<file path="src/rtl/bcd_to_bin_seq.sv">
// Sequential packed-BCD to binary converter: one multiply-by-10-accumulate step per
// cycle, MSD first, with invalid-digit flagging and saturation at 2^BIN_WIDTH-1.
module bcd_to_bin_seq #(
   parameter int BIN_WIDTH  = 16,
   parameter int BCD_DIGITS = 5
) (
   input  logic                    clk,
   input  logic                    rst_n,
   input  logic [4*BCD_DIGITS-1:0] bcd_in,
   input  logic                    convert_en,
   output logic                    busy,
   output logic [BIN_WIDTH-1:0]    bin_out,
   output logic                    valid,
   output logic                    overflow,
   output logic                    err_digit
);

   localparam int ACC_W = 4 * BCD_DIGITS;
   localparam int IDX_W = (BCD_DIGITS > 1) ? $clog2(BCD_DIGITS) : 1;

   typedef enum logic [1:0] {
      IDLE = 2'd0,
      CALC = 2'd1,
      DONE = 2'd2
   } state_t;

   state_t                   state_q, state_d;
   logic [ACC_W-1:0]         cap_q;
   logic [ACC_W-1:0]         acc_q;
   logic [IDX_W-1:0]         idx_q;
   logic                     digit_bad_q;
   logic [BIN_WIDTH-1:0]     bin_q;
   logic                     valid_q;
   logic                     overflow_q;
   logic                     err_q;

   logic                     bad_in;
   logic [3:0]               digit;
   logic [ACC_W-1:0]         acc_next;
   logic [ACC_W+BIN_WIDTH-1:0] acc_wide;
   logic                     too_big;

   always_comb begin
      state_d = state_q;
      case (state_q)
         IDLE:    if (convert_en) state_d = CALC;
         CALC:    if (idx_q == '0) state_d = DONE;
         DONE:    state_d = IDLE;
         default: state_d = IDLE;
      endcase
   end

   always_ff @(posedge clk or negedge rst_n) begin
      if (!rst_n) state_q <= IDLE;
      else        state_q <= state_d;
   end

   // Any nibble above 9 in the captured word poisons the whole conversion.
   always_comb begin
      bad_in = 1'b0;
      for (int i = 0; i < BCD_DIGITS; i++) begin
         if (bcd_in[4*i +: 4] > 4'd9) bad_in = 1'b1;
      end
   end

   assign digit    = cap_q[4*int'(idx_q) +: 4];
   assign acc_next = (acc_q << 3) + (acc_q << 1) + ACC_W'(digit);
   assign acc_wide = {{BIN_WIDTH{1'b0}}, acc_q};
   assign too_big  = |(acc_wide >> BIN_WIDTH);

   always_ff @(posedge clk or negedge rst_n) begin
      if (!rst_n) begin
         cap_q       <= '0;
         acc_q       <= '0;
         idx_q       <= '0;
         digit_bad_q <= 1'b0;
         bin_q       <= '0;
         valid_q     <= 1'b0;
         overflow_q  <= 1'b0;
         err_q       <= 1'b0;
      end else begin
         valid_q <= 1'b0;
         case (state_q)
            IDLE: begin
               if (convert_en) begin
                  cap_q       <= bcd_in;
                  acc_q       <= '0;
                  idx_q       <= IDX_W'(BCD_DIGITS - 1);
                  digit_bad_q <= bad_in;
               end
            end
            CALC: begin
               acc_q <= acc_next;
               if (idx_q != '0) idx_q <= idx_q - 1'b1;
            end
            DONE: begin
               valid_q <= 1'b1;
               if (digit_bad_q) begin
                  bin_q      <= '0;
                  err_q      <= 1'b1;
                  overflow_q <= 1'b0;
               end else if (too_big) begin
                  bin_q      <= '1;
                  err_q      <= 1'b0;
                  overflow_q <= 1'b1;
               end else begin
                  bin_q      <= acc_wide[BIN_WIDTH-1:0];
                  err_q      <= 1'b0;
                  overflow_q <= 1'b0;
               end
            end
            default: ;
         endcase
      end
   end

   assign busy      = (state_q != IDLE);
   assign bin_out   = bin_q;
   assign valid     = valid_q;
   assign overflow  = overflow_q;
   assign err_digit = err_q;

endmodule

</file>
<file path="config.mk">
export PLATFORM = sky130hd
export DESIGN_NAME = bcd_to_bin_seq
export DESIGN_NICKNAME = d
export VERILOG_FILES = /design/src/rtl/bcd_to_bin_seq.sv
export SDC_FILE = /design/constraint.sdc
export NUM_CORES = 1
export LEC_CHECK = 0
export ABC_AREA = 1
export CORE_MARGIN = 1
export CORE_UTILIZATION = 55
export CTS_BUF_LIST = sky130_fd_sc_hd__clkbuf_4
export DETAILED_ROUTE_END_ITERATION = 16
export HOLD_SLACK_MARGIN = 0.08
export PLACE_DENSITY = 0.77
export SKIP_CTS_REPAIR_TIMING = 1
export SYNTH_ARGS = -nofsm -noshare
export SYNTH_HDL_FRONTEND = slang
export SYNTH_SLANG_ARGS = --single-unit
</file>
<file path="constraint.sdc">
create_clock -name clk -period 3.3 [get_ports clk]
set_input_delay 0.33 -clock clk [delete_from_list [all_inputs] [get_ports clk]]
set_output_delay 0.33 -clock clk [all_outputs]
set_load 0.01 [all_outputs]
</file>
==> impl_results.md <==
* Antenna-violating nets left at 0
* Placed Instances at 637
* 1st-iter DRT viols at 233
* Number of inserted filler cells in the final layout at 602
* Leading cell types in the layout, fill and taps excluded: nand2_1, dfrtp_1, inv_1
* Top-Level Pins at 43
* Total grt overflow at 0
* Total half-perimeter wirelength after legalization and detailed placement at 6.89 mm
* Clock-pin transition on the worst setup and hold timing paths at 130 ps
* Clock root cell: clkbuf_4
* Max Slew Vio Count at 0
* Placeable core region at 6870 um2
* Sort of element at the start of the critical path: flop
* Fraction of layout instances using a drive strength above 1 at 7.36%
* Number of warning messages in the yosys log at 0
* Number of global-route vias before repair at 3,460
* Critical path's largest stage delay at 500 ps
* Global-route wire length before repair at 15.7 mm
* Per-cell via count in the routed design at 5.35
* Maximum number of pins on one net before global-route repair at 66
* Max FO, Critical Path at 10
* TritonCTS clock tree: done
* Leakage power figure at 0.00246 uW
* Sum of routed wire length over all layers at 9.28 mm
* Post-Synthesis Cells at 506
* Cell internal power dissipation at 2590 uW
* Worst VDD drop at 0.660 mV
* Synth Area per Inst at 7.84 um2
* CTS Buffer Depth at 2
* Setup repair after global routing missed its margin: no
* H-tree level count at 3
* Synthesis-stage register bit count at 65
* DIE AREA at 7560 um2
* Logic gate share of total power at 58.3%
* Width of the die at 86.9 um
* Sum of negative setup slack at 0 ps
* Clock Skew at 17.2 ps
* Worst-skew pair later-pin latency at 440 ps
* Worst Max-Slew Pin Slew at 1110 ps
* Sequential Area at 1630 um2
* Worst setup path class: flop to flop
* Critical Path Sink Type: flop
* CTS sink cnt at 65
* Final standard cell count with taps included and fillers excluded at 653
* Library cell contributing the largest single delay on the critical path: fa_1
* Sequential cell area fraction in the yosys report at 41.0%
* Most common cell after layout, fill and taps aside: nand2_1
* Weighted congestion at the end of routability-driven global placement at 0.884
* Die height at 86.9 um
* Quantity of I/O buffers inserted on ports at 42
* Critical path's top delay family: adder cells
* Pre-Repair DR Iteration Count at 4
* Sequential share of power at 30.4%
* Arrival @ worst endpoint at 3410 ps
* Number of antenna violations at the first check in global routing at 0
* Headroom to the max-slew limit at 25.5%
* Starting density of the core at 57.7%
* Number of nets in the layout at 613
* Post-route standard cell area excluding fillers at 4600 um2
* Via Count at 3,491
* Achievable Freq at 327 MHz
* Switching part of the total at 48.0%
* Buffers plus inverters on the worst setup path at 2
* Pwr Density at 1080 nW/um2
* Max cap viols at 0
* Detail-routed net length per standard cell at 14.2 um
* Cells traversed along the worst timing path: clkinvlp_4 > a21oi_1 > o21ai_0 > a32o_1 > inv_1 > fa_1 > fa_1 > o21ai_2 > nand2_1 > nand2_1 > nand2_1 > nand2_1 > nand2_1 > nand3_1 > nand2_1
* Run status: completed
* Most common cell on crit path: nand2_1
* Area post-placement at 4460 um2
* Post-synthesis net count at 567
* Share of total power in the clock network at 11.2%
* Overall Global Routing Usage at 27.5%
* Fin crit period at 3060 ps
* Final number of hold-violating endpoints at 0
* Cell area after synthesis at 3970 um2
* Unique masters post-synth at 32
* Total DRC errors in the routed layout at 0
* Required @ worst endpoint at 3650 ps
* Syn-to-layout area delta at 16.0%
* Tightest Hold Check Type: input pin to asynchronous set/reset pin
* Fin crit share at 92.6%
* # diodes at 0
* Switching power at 2390 uW
* Total area of multi-input combinational cells at 2090 um2
* Number of clock buffers inserted by TritonCTS at 9
* Finish-stage setup viols at 0
* Standard-cell row count at 30
## per-stage QoR
| stage | hold slack, ps | util (%) | total power [uW] | setup slack [ps] |
|---|---|---|---|---|
| after detailed placement | 470 | 64.9 | 4400 | 191 |
| final | 39.8 | 67.0 | 4970 | 245 |
| after CTS | 72.7 | 66.9 | 4980 | 181 |
| after floorplan | 34.4 | - | 3550 | 610 |
| after global routing | 94.1 | 67.0 | 5450 | 7.56 |
| after global placement | 462 | 64.9 | 4330 | 276 |
## logic make-up after synthesis
group | synth area share, %
XOR/XNOR | 1.10
flip-flops | 41.0
AND/OR/NAND/NOR | 29.7
buffers and inverters | 6.28
adder cells (fa/ha/maj) | 12.4
AO/OA/AOI/OAI | 9.53
## power groups by stage
stage | Clock [uW] | Combinational, uW | Sequential [uW]
3_3_place_gp | 0 | 2810 | 1520
2_1_floorplan | 0 | 2090 | 1460
5_1_grt | 601 | 3290 | 1560
4_1_cts | 567 | 2900 | 1510
6_report | 558 | 2900 | 1510
3_5_place_dp | 0 | 2870 | 1520
## worst register-to-register path: cells and delay by family, from the launching register on
family / cells / cell delay [ps]
fa+ha+maj: 2 / 950
simple gates: 7 / 540
buf+inv: 2 / 280
compound gates: 4 / 750
flops: 1 / 430
## sequential cells by signal (all words and copies together), names as in the netlist
| name | flops |
|---|---|
| err_digit | 1 |
| state_q | 2 |
| cap_q | 20 |
| overflow | 1 |
| valid | 1 |
| bin_out | 16 |
| digit_bad_q | 1 |
| idx_q | 3 |
| acc_q | 20 |
## per-layer routing
| layer | vias to the layer above | wire length [um] | track usage (%) |
|---|---|---|---|
| li1 | 1752 | - | - |
| met1 | 1614 | 4210 | 33.5 |
| met2 | 93 | 4380 | 46.0 |
| met3 | 32 | 370 | 7.39 |
| met4 | 0 | 331 | 11.8 |
| met5 | - | 0 | 0 |
## final timing paths
check | start | endpoint | slack [ps] | depth (start not counted)
max | idx_q[1]$_DFFE_PN0P_ | acc_q[18]$_DFFE_PN0P_ | 240 | 15
min | rst_n | acc_q[13]$_DFFE_PN0P_ | 40 | 2
max reg2reg | idx_q[1]$_DFFE_PN0P_ | acc_q[18]$_DFFE_PN0P_ | 240 | 15
min reg2reg | cap_q[0]$_DFFE_PN0P_ | cap_q[0]$_DFFE_PN0P_ | 490 | 2
max in group asynchronous | rst_n | idx_q[0]$_DFFE_PN0P_ | 2670 | 2
min in group clk | bcd_in[4] | cap_q[4]$_DFFE_PN0P_ | 420 | 3
## layout make-up
| class | instances | share of cell area [%] |
|---|---|---|
| well taps | 96 | 2.61 |
| inverters | 47 | 3.92 |
| repair buffers | 46 | 9.68 |
| multi-input cells | 383 | 45.4 |
| flip-flops and latches | 65 | 35.4 |
| clock buffers | 9 | 1.47 |
| clock inverters | 7 | 1.52 |
## cell usage after synthesis
cell type | instances | area, um2
inv_1 | 42 | 158
a21oi_1 | 24 | 120
or2_2 | 1 | 6.26
nand2_2 | 3 | 18.8
o21ai_1 | 3 | 15.0
nor2_4 | 1 | 11.3
o21ai_0 | 25 | 125
nor3_1 | 5 | 25.0
nor2_1 | 23 | 86.3
nand3_1 | 35 | 175
o41ai_4 | 1 | 27.5
dfrtp_1 | 65 | 1630
clkinv_1 | 1 | 3.75
nor2_8 | 1 | 20.0
xnor2_1 | 2 | 17.5
a31oi_1 | 1 | 6.26
buf_4 | 2 | 15.0
a22o_1 | 1 | 8.76
o21ai_2 | 1 | 8.76
nand3b_1 | 5 | 37.5
fa_1 | 2 | 40.0
buf_2 | 7 | 35.0
nor2_2 | 2 | 12.5
nand2_1 | 196 | 736
xor2_1 | 3 | 26.3
a32o_1 | 6 | 60.1
o22ai_1 | 1 | 6.26
buf_6 | 2 | 22.5
ha_1 | 36 | 450
inv_2 | 4 | 15.0
nand3_2 | 4 | 40.0
nor3_2 | 1 | 10.0
Power figures use the tool's default switching activity.
